==> config.mk <==
export PLATFORM = sky130hd
export DESIGN_NAME = bitscan_unit
export DESIGN_NICKNAME = d
export VERILOG_FILES = /design/src/rtl/bitscan_pkg.sv /design/src/rtl/bitscan_chunk.sv /design/src/rtl/bitscan_unit.sv
export SDC_FILE = /design/constraint.sdc
export NUM_CORES = 1
export LEC_CHECK = 0
export ABC_AREA = 1
export CAP_MARGIN = 20
export CORE_ASPECT_RATIO = 1.5
export CORE_MARGIN = 10
export CORE_UTILIZATION = 52
export DETAILED_ROUTE_END_ITERATION = 16
export GPL_TIMING_DRIVEN = 0
export PLACE_DENSITY = 0.9
export SYNTH_ARGS = -nofsm -noshare
export SYNTH_HDL_FRONTEND = slang
export SYNTH_SLANG_ARGS = --single-unit
==> constraint.sdc <==
create_clock -name clk -period 4.4 [get_ports clk]
set_input_delay 0.44 -clock clk [delete_from_list [all_inputs] [get_ports clk]]
set_output_delay 0.44 -clock clk [all_outputs]
set_load 0.05 [all_outputs]
==> src/rtl/bitscan_pkg.sv <==
// Shared types and helpers for the bit-scan unit.
package bitscan_pkg;

  typedef enum logic [1:0] {
    MODE_CLZ    = 2'b00,
    MODE_CTZ    = 2'b01,
    MODE_POPCNT = 2'b10,
    MODE_CLO    = 2'b11
  } mode_t;

  typedef enum logic [1:0] {
    S_IDLE,
    S_SCAN,
    S_DONE
  } state_t;

  // Width needed to hold any count from 0 up to and including width.
  function automatic int unsigned count_w(input int unsigned width);
    return $clog2(width) + 1;
  endfunction

endpackage

==> src/rtl/bitscan_chunk.sv <==
// Combinational analysis of one CHUNK-bit slice: nonzero flag, leading and
// trailing zero counts (CHUNK when the slice is zero), and population count.
module bitscan_chunk #(
  parameter int unsigned CHUNK = 4
) (
  input  logic [CHUNK-1:0]       bits,
  output logic                   nonzero,
  output logic [$clog2(CHUNK):0] lz,
  output logic [$clog2(CHUNK):0] tz,
  output logic [$clog2(CHUNK):0] pop
);

  localparam int unsigned CW = $clog2(CHUNK) + 1;

  // Any set bit in the slice.
  always_comb begin
    nonzero = |bits;
  end

  // Leading zeros: walk from the MSB, stop at the first one.
  always_comb begin
    logic [CHUNK-1:0] t;
    logic             found;
    t     = bits;
    found = 1'b0;
    lz    = CW'(CHUNK);
    for (int unsigned i = 0; i < CHUNK; i++) begin
      if (!found && t[CHUNK-1]) begin
        lz    = CW'(i);
        found = 1'b1;
      end
      t = t << 1;
    end
  end

  // Trailing zeros: walk from the LSB, stop at the first one.
  always_comb begin
    logic [CHUNK-1:0] t;
    logic             found;
    t     = bits;
    found = 1'b0;
    tz    = CW'(CHUNK);
    for (int unsigned i = 0; i < CHUNK; i++) begin
      if (!found && t[0]) begin
        tz    = CW'(i);
        found = 1'b1;
      end
      t = t >> 1;
    end
  end

  // Population count of the slice.
  always_comb begin
    logic [CHUNK-1:0] t;
    t   = bits;
    pop = '0;
    for (int unsigned i = 0; i < CHUNK; i++) begin
      pop = pop + CW'(t[0]);
      t   = t >> 1;
    end
  end

endmodule

==> src/rtl/bitscan_unit.sv <==
// Multi-cycle CLZ/CTZ/POPCNT/CLO engine scanning CHUNK bits per cycle behind
// valid/ready handshakes; result is zero-extended to RESULT_W bits.
module bitscan_unit
  import bitscan_pkg::*;
#(
  parameter int unsigned WIDTH    = 32,
  parameter int unsigned CHUNK    = 4,
  parameter int unsigned RESULT_W = 32
) (
  input  logic                clk,
  input  logic                resetn,
  input  logic                in_valid,
  output logic                in_ready,
  input  logic [1:0]          in_mode,
  input  logic [WIDTH-1:0]    in_a,
  output logic                out_valid,
  input  logic                out_ready,
  output logic [RESULT_W-1:0] out_result
);

  localparam int unsigned CNT_W  = count_w(WIDTH);
  localparam int unsigned NCHUNK = WIDTH / CHUNK;
  localparam int unsigned KW     = (NCHUNK > 1) ? $clog2(NCHUNK) : 1;
  localparam int unsigned CCW    = $clog2(CHUNK) + 1;

  state_t               state, state_n;
  mode_t                mode_q;
  logic [WIDTH-1:0]     opnd;
  logic [KW-1:0]        k;
  logic [CNT_W-1:0]     acc;
  logic [RESULT_W-1:0]  result_q;

  logic [WIDTH-1:0]     up_sh, dn_sh;
  logic [CHUNK-1:0]     chunk_bits;
  logic                 nonzero;
  logic [CCW-1:0]       lz, tz, pop;
  logic [CNT_W-1:0]     base, scan_val;
  logic                 last, scan_end;

  // Select chunk k: MSB-first for CLZ (CLO is stored inverted as CLZ),
  // LSB-first for CTZ and POPCNT.
  always_comb begin
    up_sh = opnd << (32'(k) * CHUNK);
    dn_sh = opnd >> (32'(k) * CHUNK);
    if (mode_q == MODE_CTZ || mode_q == MODE_POPCNT) begin
      chunk_bits = dn_sh[CHUNK-1:0];
    end else begin
      chunk_bits = up_sh[WIDTH-1 -: CHUNK];
    end
  end

  bitscan_chunk #(.CHUNK(CHUNK)) u_chunk (
    .bits    (chunk_bits),
    .nonzero (nonzero),
    .lz      (lz),
    .tz      (tz),
    .pop     (pop)
  );

  // Candidate result for this cycle; a zero final chunk yields base+CHUNK = WIDTH.
  always_comb begin
    base = CNT_W'(k) * CNT_W'(CHUNK);
    last = (k == KW'(NCHUNK - 1));
    case (mode_q)
      MODE_CTZ:    scan_val = base + CNT_W'(tz);
      MODE_POPCNT: scan_val = acc + CNT_W'(pop);
      default:     scan_val = base + CNT_W'(lz);
    endcase
    scan_end = last || (nonzero && mode_q != MODE_POPCNT);
  end

  // State register.
  always_ff @(posedge clk) begin
    if (!resetn) state <= S_IDLE;
    else         state <= state_n;
  end

  // Next state and handshake outputs.
  always_comb begin
    state_n   = state;
    in_ready  = 1'b0;
    out_valid = 1'b0;
    case (state)
      S_IDLE: begin
        in_ready = 1'b1;
        if (in_valid) state_n = S_SCAN;
      end
      S_SCAN: begin
        if (scan_end) state_n = S_DONE;
      end
      S_DONE: begin
        out_valid = 1'b1;
        if (out_ready) state_n = S_IDLE;
      end
      default: state_n = S_IDLE;
    endcase
  end

  // Operand latch, chunk index, accumulator and result register.
  always_ff @(posedge clk) begin
    if (!resetn) begin
      mode_q   <= MODE_CLZ;
      opnd     <= '0;
      k        <= '0;
      acc      <= '0;
      result_q <= '0;
    end else begin
      case (state)
        S_IDLE: begin
          if (in_valid) begin
            if (mode_t'(in_mode) == MODE_CLO) begin
              opnd   <= ~in_a;
              mode_q <= MODE_CLZ;
            end else begin
              opnd   <= in_a;
              mode_q <= mode_t'(in_mode);
            end
            k   <= '0;
            acc <= '0;
          end
        end
        S_SCAN: begin
          if (scan_end) begin
            result_q <= RESULT_W'(scan_val);
          end else begin
            k   <= k + KW'(1);
            acc <= scan_val;
          end
        end
        default: ;
      endcase
    end
  end

  assign out_result = result_q;

endmodule
**Word level (Yosys, flattened, before mapping)**

Cells that the tools add are included.

- Register bits: 51
- Input port bits: 38

- $add $sub $neg: 7
- Eq/ne operators: 11
- Shift-type cells: 2
- Multiplexer cells: 30
- Bitwise operators: 1
- Reduce and logical (&&, ||, !) cells: 22

Operator list:

| cell | count |
|---|---|
| 32-bit 2-to-1 mux | 1 |
| 32-bit inverter | 1 |
| 32-bit by 5-bit << shifter with 32-bit output | 1 |
| 32-bit by 5-bit right shift with 4-bit output | 1 |
| 3-bit 2-to-1 mux | 10 |
| 6-bit case mux with 2 select lines | 2 |
| 5-bit by 3-bit adder with 6-bit output | 2 |
| 6-bit 2-to-1 mux | 2 |
| 2-bit != test (second input constant) | 5 |
| 1-bit 2-to-1 mux | 8 |
| 2-bit 2-to-1 mux | 4 |
| 1-bit logical AND | 7 |
| 3-bit by 1-bit adder with 3-bit output | 2 |
| 6-bit by 3-bit adder with 6-bit output | 1 |
| 2-bit == test (second input constant) | 3 |
| 1-bit zero test | 6 |
| 2-bit case mux with 3 select lines | 1 |
| 3-bit case mux with 2 select lines | 1 |
| 3-bit AND reduction | 2 |
| 2-bit by 1-bit == test with 1-bit output (second input constant) | 2 |
| 4-bit 2-to-1 mux | 1 |
| 2-bit AND reduction | 2 |
| 4-bit OR reduction | 1 |
| 3-bit by 1-bit adder with 3-bit output (second input constant) | 1 |
| 5 further kinds | 6 |

**Longest topological paths before layout**

Gate-level depths: netlist (run 1).

- Depth after elaboration: 17
- Depth in mapped cells: 22
- Mapped depth without buffers: 20

**Modules after synthesis**

From an unflattened synthesis (run 1), not the netlist that was laid out.

- Cells, all modules: 471
- Area, all modules: 3414.5 sq um

By module, submodules not included:

| module | instances | cells each | area each (sq um) |
|---|---|---|---|
| bitscan_unit | 1 | 447 | 3254.4 |
| bitscan_chunk | 1 | 24 | 160.2 |

**Least setup slack after synthesis (run 1)**

OpenSTA, ideal clock, no wires.

- Path kind: flip-flop to flip-flop
- From: reg k[0]
- To: reg result_q[4] (netlist: out_result[4])
- Library setup time: 132 ps
- Data arrival time: 3292 ps
- Path slack: 976 ps
- Cell stages (with the launch flop): 23
- Buffers on the path: 3
- Cells stage by stage: dfxtp_1 buf_6 buf_6 buf_6 a21oi_1 o21ai_0 nand3_1 nand3_1 nand2_1 inv_1 ha_1 inv_1 fa_1 inv_1 ha_1 fa_1 nand2_1 a21boi_0 or2_2 nand3_1 o21ai_0 nand3_1 a21oi_1

- Longest elaborated chain between the ends: 14
- Elaborated cells on any way between the ends: 41

Ends and longest elaborated chain:

| element | line | text |
|---|---|---|
| start: declaration | bitscan_unit.sv:29 | `logic [KW-1:0] k;` |
| start signal: assignment | bitscan_unit.sv:126 | `k <= k + KW'(1);` |
| parallel branches: the longest is 14 deep, another holds 6-bit by 3-bit adder with 6-bit output | - |  |
| end signal: assignment | bitscan_unit.sv:124 | `result_q <= RESULT_W'(scan_val);` |
| end: declaration | bitscan_unit.sv:31 | `logic [RESULT_W-1:0] result_q;` |

Parallel ways; which one is timed is not known.
A chain may end at the register's enable or synchronous reset.

**Worst setup path after layout (run 1)**

- From: reg k[1]
- To: reg result_q[4] (netlist: out_result[4])

Same word-level chain as after synthesis.

==> flow_summary.yaml, run 1 <==
timing:
  relSlewSlack: 0.596
  finalSetupTns_ns: 0
  fmax_ghz: 0.258
  fin_skew_ns: 0.00628
  slew_viol_final: 0
  final.period_utilization: 0.880
  hold_viol_final: 0
  fin_crit_ns: 3.87
  tightest_slew_ns: 0.607
  setup_violations: 0
  hold_slack_ns: 0.465
  rsz0062_at_grt: "false"
clock_network:
  clkSlewWorstSetupHoldPaths_ns: 0.10
  clock-sinks: 51
  cts_buffer_depth: 2
  cts_tree: "done"
  clkLatencyLatePin_ns: 0.31
  cts_hold_buf: 0
  cts_resized: 0
  cts_root_buf: "clkbuf_8"
  numCtsBuffers: 5
  post_cts_buffers: 0
  htreeDepth: 2
grt:
  antenna_found_initial: 0
  grt_usage: 0.185
  grt_start_max_net_pins: 16
  grt_pass1_vias: 3522
  grt-ovfl-total: 0
  grt_pass1_wl_um: 16500
cells_and_area:
  layout.cells.non_filler: 688
  final_cell_mix: "121 x nand2_1, 76 x nor2_1, 66 x nand3_1"
  layout-drive-gt1-share: 0.0980
  final_common_cell: "nand2_1"
  fillers: 595
  fin_nets: 665
  syn_to_final_growth_pct: 20.4
  postLayoutCellArea_um2: 4280
  diodes: 0
logic_synthesis:
  synth_seq_cells: 51
  post_synth.cell_area_avg_um2: 6.65
  synth_area_leaders: "dfxtp_1 29%, nand2_1 13%, nand3_1 9.3%"
  synth_cells: 534
  yosysTopAreaCell: "dfxtp_1"
  syn-cell-area_um2: 3550
  yosysSeqAreaShare: 0.287
  ys_warn_count: 0
  synth_cell_types: 33
  yosys.area.top_type_share: 0.287
worst_setup_path:
  cp_max_fo: 10
  path_class: "flop to flop"
  cp.required_ns: 4.59
  rr_endpoint: "out_result[4]"
  crit_path_start: "k[1]"
  cp.arrival_ns: 4.06
  crit_path_end_kind: "flop"
  r2r_slack_ns: 0.53
  start_kind: "flop"
  timing.rr.start: "k[1]"
  crit_end: "out_result[4]"
  r2r_cells: 20
die:
  die_area_um2: 10600
  core_area_um2: 6580
  start_util: 0.540
  die_y_um: 121
  rows: 36
  io_pins: 72
  die_w_um: 87.5
drt:
  via_count: 3743
  drc: 0
  via_per_inst: 5.44
  drt_iter0_markers: 223
  totalWireLength_um: 10100
  dr.pass1.iters: 5
  wl_per_cell_um: 14.7
  ant_nets: 0
power_and_ir_drop:
  ir_drop_mv: 0.263
  p_per_area_nw_per_um2: 413
  power_mw: 1.77
  leakagePower_nw: 2.02
place:
  placed_cells: 680
  place_congestion: 1.01
  portBuffers: 45
  hpwl_um: 7970
  placed_area_um2: 4190
outcome:
  outcome: "finished clean"
min_path:
  hold_depth: 2
  min_path_type: "flop to flop"
run:
  drv_cap: 0
[registers in the layout, indices dropped and copies added, names as in the netlist]
register and cells:
acc 6, k 3, mode_q 2, opnd 32, out_result 6, state 2
[synthesized netlist by cell type, drive strengths merged]
cell and number:
a221oi 32, and3 1, o21ai 12, xnor2 2, o21a 1, o31ai 1
dfxtp 51, inv 57, fa 2, ha 14, nor2 78, a21boi 1
or2 1, nand3 66, conb 1, a21oi 23, o22ai 1, clkbuf 14
a211oi 1, o211ai 6, buf 43, nand2 126
[layout make-up]
class,count,area (µm²),share of cell area
Buffer,57,379,0.0886
Clock buffer,6,72.6,0.0170
Clock inverter,2,12.5,0.00293
Inverter,57,219,0.0512
Multi-Input combinational cell,394,2030,0.474
Sequential cell,51,1020,0.239
Tap cell,76,95.1,0.0222
Timing Repair Buffer,45,450,0.105
[kinds of logic (layout without fill, tap and decap cells)]
| family | after synthesis | after routing | share of synthesized area |
|---|---|---|---|
| other cells | 1 | 26 | 0.00106 |
| flops | 51 | 51 | 0.287 |
| compound gates | 78 | 78 | 0.153 |
| buf+inv | 114 | 167 | 0.168 |
| simple gates | 272 | 272 | 0.325 |
| xor+xnor | 2 | 2 | 0.00493 |
| fa+ha+maj | 16 | 16 | 0.0606 |
[through the flow]
stage / setup slack (ns) / util
3_5_place_dp: 0.541 / 0.637
2_1_floorplan: 0.976 / -
5_1_grt: 0.190 / 0.650
4_1_cts: 0.517 / 0.650
6_report: 0.527 / 0.650
3_3_place_gp: 0.655 / 0.637
[per-layer routing]
metal / vias to the layer above / part of all wire / GRT usage
met1: 1699 / 0.36 / 0.194
met3: 29 / 0.071 / 0.0336
li1: 1863 / - / -
met4: 0 / 0.041 / 0.0800
met2: 152 / 0.53 / 0.340
met5: - / 0 / 0
[critical path, cell delays in order, from the launching register on]
cell and delay (ns):
dfxtp_1 0.50, buf_4 0.24, buf_4 0.20, o211ai_1 0.13, nand3_1 0.10, nand3_1 0.07
nand2_1 0.11, inv_1 0.10, ha_1 0.29, inv_1 0.05, fa_1 0.47, inv_1 0.04
ha_1 0.20, fa_1 0.40, nand2_1 0.10, a21boi_0 0.09, or2_2 0.28, nand3_1 0.07
o21ai_0 0.12, nand3_1 0.11, a21oi_1 0.06
[how the worst min path moves through the flow]
stage | startpoint | to | slack [ns]
after global routing | out_result[2] | out_result[2] | 0.49
after floorplan | mode_q[1] | mode_q[1] | 0.45
final | out_result[4] | out_result[4] | 0.46
after global placement | out_result[4] | out_result[4] | 0.45
after detailed placement | out_result[4] | out_result[4] | 0.45
after CTS | out_result[4] | out_result[4] | 0.47
[report_power, final]
part / switching [mW] / internal (mW)
clock: 0.166 / 0.112
combinational: 0.606 / 0.328
sequential: 0.0278 / 0.527
No activity file was read; power rests on OpenSTA's default activity.
==> run 2, diff against run 1 <==
--- a/config.mk
+++ b/config.mk
@@ -8,11 +8,13 @@
 export ABC_AREA = 1
 export CAP_MARGIN = 20
 export CORE_ASPECT_RATIO = 1.5
-export CORE_MARGIN = 10
-export CORE_UTILIZATION = 52
+export CORE_MARGIN = 2
+export CORE_UTILIZATION = 54
+export CTS_BUF_LIST = sky130_fd_sc_hd__clkbuf_4 sky130_fd_sc_hd__clkbuf_8
 export DETAILED_ROUTE_END_ITERATION = 16
 export GPL_TIMING_DRIVEN = 0
-export PLACE_DENSITY = 0.9
+export PLACE_DENSITY = 0.92
+export SLEW_MARGIN = 5
 export SYNTH_ARGS = -nofsm -noshare
 export SYNTH_HDL_FRONTEND = slang
 export SYNTH_SLANG_ARGS = --single-unit
==> flow_summary.yaml, run 2 (synthesis results as in run 1) <==
die:
  die_w_um: 70.2
  io_pins: 72
  die_area_um2: 7260
  start_util: 0.551
  rows: 36
  die_y_um: 103
  core_area_um2: 6440
cells_and_area:
  top_register: "opnd"
  fillers: 579
  syn_to_final_growth_pct: 20.8
  fin_nets: 665
  largest_register_ffs: 32
  layout-drive-gt1-share: 0.0997
  multiInputGateArea_um2: 2030
  final_cell_mix: "121 x nand2_1, 76 x nor2_1, 66 x nand3_1"
  final_common_cell: "nand2_1"
  regArea_um2: 1020
  diodes: 0
clock_network:
  cts_buffer_depth: 2
  numCtsBuffers: 5
  cts_root_buf: "clkbuf_8"
  cts_resized: 0
  htreeDepth: 2
  cts_hold_buf: 0
  clkLatencyLatePin_ns: 0.31
  cts_tree: "done"
  clkSlewWorstSetupHoldPaths_ns: 0.10
  post_cts_buffers: 0
  clock-sinks: 51
place:
  place_congestion: 0.893
  portBuffers: 45
  hpwl_um: 7540
  post-place-ws_ns: 0.482
power_and_ir_drop:
  ir_drop_mv: 0.227
  power_mw: 1.80
  p_per_area_nw_per_um2: 419
  pwr-share-comb: 0.523
  p_int_mw: 0.984
  switching_share: 0.453
  p_switching_mw: 0.814
  clkPwrFrac: 0.167
  leakagePower_nw: 2.03
  p_seq_frac: 0.309
grt:
  grt-ovfl-total: 0
  grt_usage: 0.272
  antenna_found_initial: 0
  grt_pass1_wl_um: 15900
  grt_start_max_net_pins: 17
  grt_pass1_vias: 3475
timing:
  fin_skew_ns: 0.00988
  final.period_utilization: 0.902
  finalSetupTns_ns: 0
  rsz0062_at_grt: "false"
  relSlewSlack: 0.632
  setup_violations: 0
  fmax_ghz: 0.252
  final.setup.worst_slack_ns: 0.430
  fin_crit_ns: 3.97
  hold_viol_final: 0
  tightest_slew_ns: 0.553
  slew_viol_final: 0
run:
  drv_cap: 0
drt:
  via_count: 3730
  drt_iter0_markers: 149
  wl_per_cell_um: 14.1
  totalWireLength_um: 9720
  ant_nets: 0
  via_per_inst: 5.42
  drc: 0
  dr.pass1.iters: 5
outcome:
  outcome: "finished clean"
worst_setup_path:
  cp.required_ns: 4.58
  cp_max_fo: 10
  cp.arrival_ns: 4.15
  crit_path_end_kind: "flop"
  start_kind: "flop"
  path_class: "flop to flop"
min_path:
  min_path_type: "flop to flop"
==> run 2: cell counts in the layout (fill, tap and decap cells not counted) <==
No cell type changed its count.
==> run 2: worst paths after layout <==
kind / from / endpoint / slack (ns) / cells past startpoint
setup / recovery: k[1] / out_result[4] / 0.43 / 20
hold / removal: out_result[2] / out_result[2] / 0.47 / 2
setup reg to reg: k[1] / out_result[4] / 0.43 / 20
hold reg to reg: out_result[2] / out_result[2] / 0.47 / 2
==> run 2: layer usage <==
metal	vias to the layer above	global-route usage	part of all wire
li1	1855	-	-
met1	1718	0.281	0.37
met3	27	0.0233	0.041
met5	-	0	0
met2	130	0.544	0.55
met4	0	0.135	0.038
==> run 2: area by class of cell <==
| cell class | instances | share of cell area |
|---|---|---|
| multi-input cells | 394 | 0.472 |
| flip-flops and latches | 51 | 0.238 |
| repair buffers | 45 | 0.105 |
| plain buffers | 57 | 0.0884 |
| inverters | 57 | 0.0510 |
| well taps | 76 | 0.0222 |
| clock buffers | 6 | 0.0192 |
| clock inverters | 2 | 0.00379 |
==> run 2: power by group through the flow <==
stage                     sequential [mW]  combinational [mW]  clock (mW)
after CTS                           0.556               0.935       0.302
after global routing                0.564                1.04       0.319
after detailed placement            0.566               0.927           0
after global placement              0.564               0.898           0
final                               0.556               0.941       0.300
after floorplan                     0.582               0.676           0
==> run 2: critical path, stage by stage (launching register included) <==
cell      delay, ns
dfxtp_1        0.51
buf_4          0.25
buf_4          0.21
o211ai_1       0.12
nand3_1        0.14
nand3_1        0.08
nand2_1        0.14
inv_1          0.11
ha_1           0.29
inv_1          0.05
fa_1           0.47
inv_1          0.04
ha_1           0.20
fa_1           0.39
nand2_1        0.10
a21boi_0       0.10
or2_2          0.28
nand3_1        0.07
o21ai_0        0.13
nand3_1        0.11
a21oi_1        0.06
==> run 2: per-stage QoR <==
| step | instance area (µm²) | utilization | instances | hold slack, ns |
|---|---|---|---|---|
| 2_1_floorplan | 3650 | - | 559 | 0.451 |
| 3_3_place_gp | 4190 | 0.651 | 680 | 0.448 |
| 3_5_place_dp | 4190 | 0.651 | 680 | 0.451 |
| 4_1_cts | 4290 | 0.666 | 688 | 0.467 |
| 5_1_grt | 4290 | 0.666 | 688 | 0.514 |
| 6_report | 4290 | 0.666 | 688 | 0.466 |
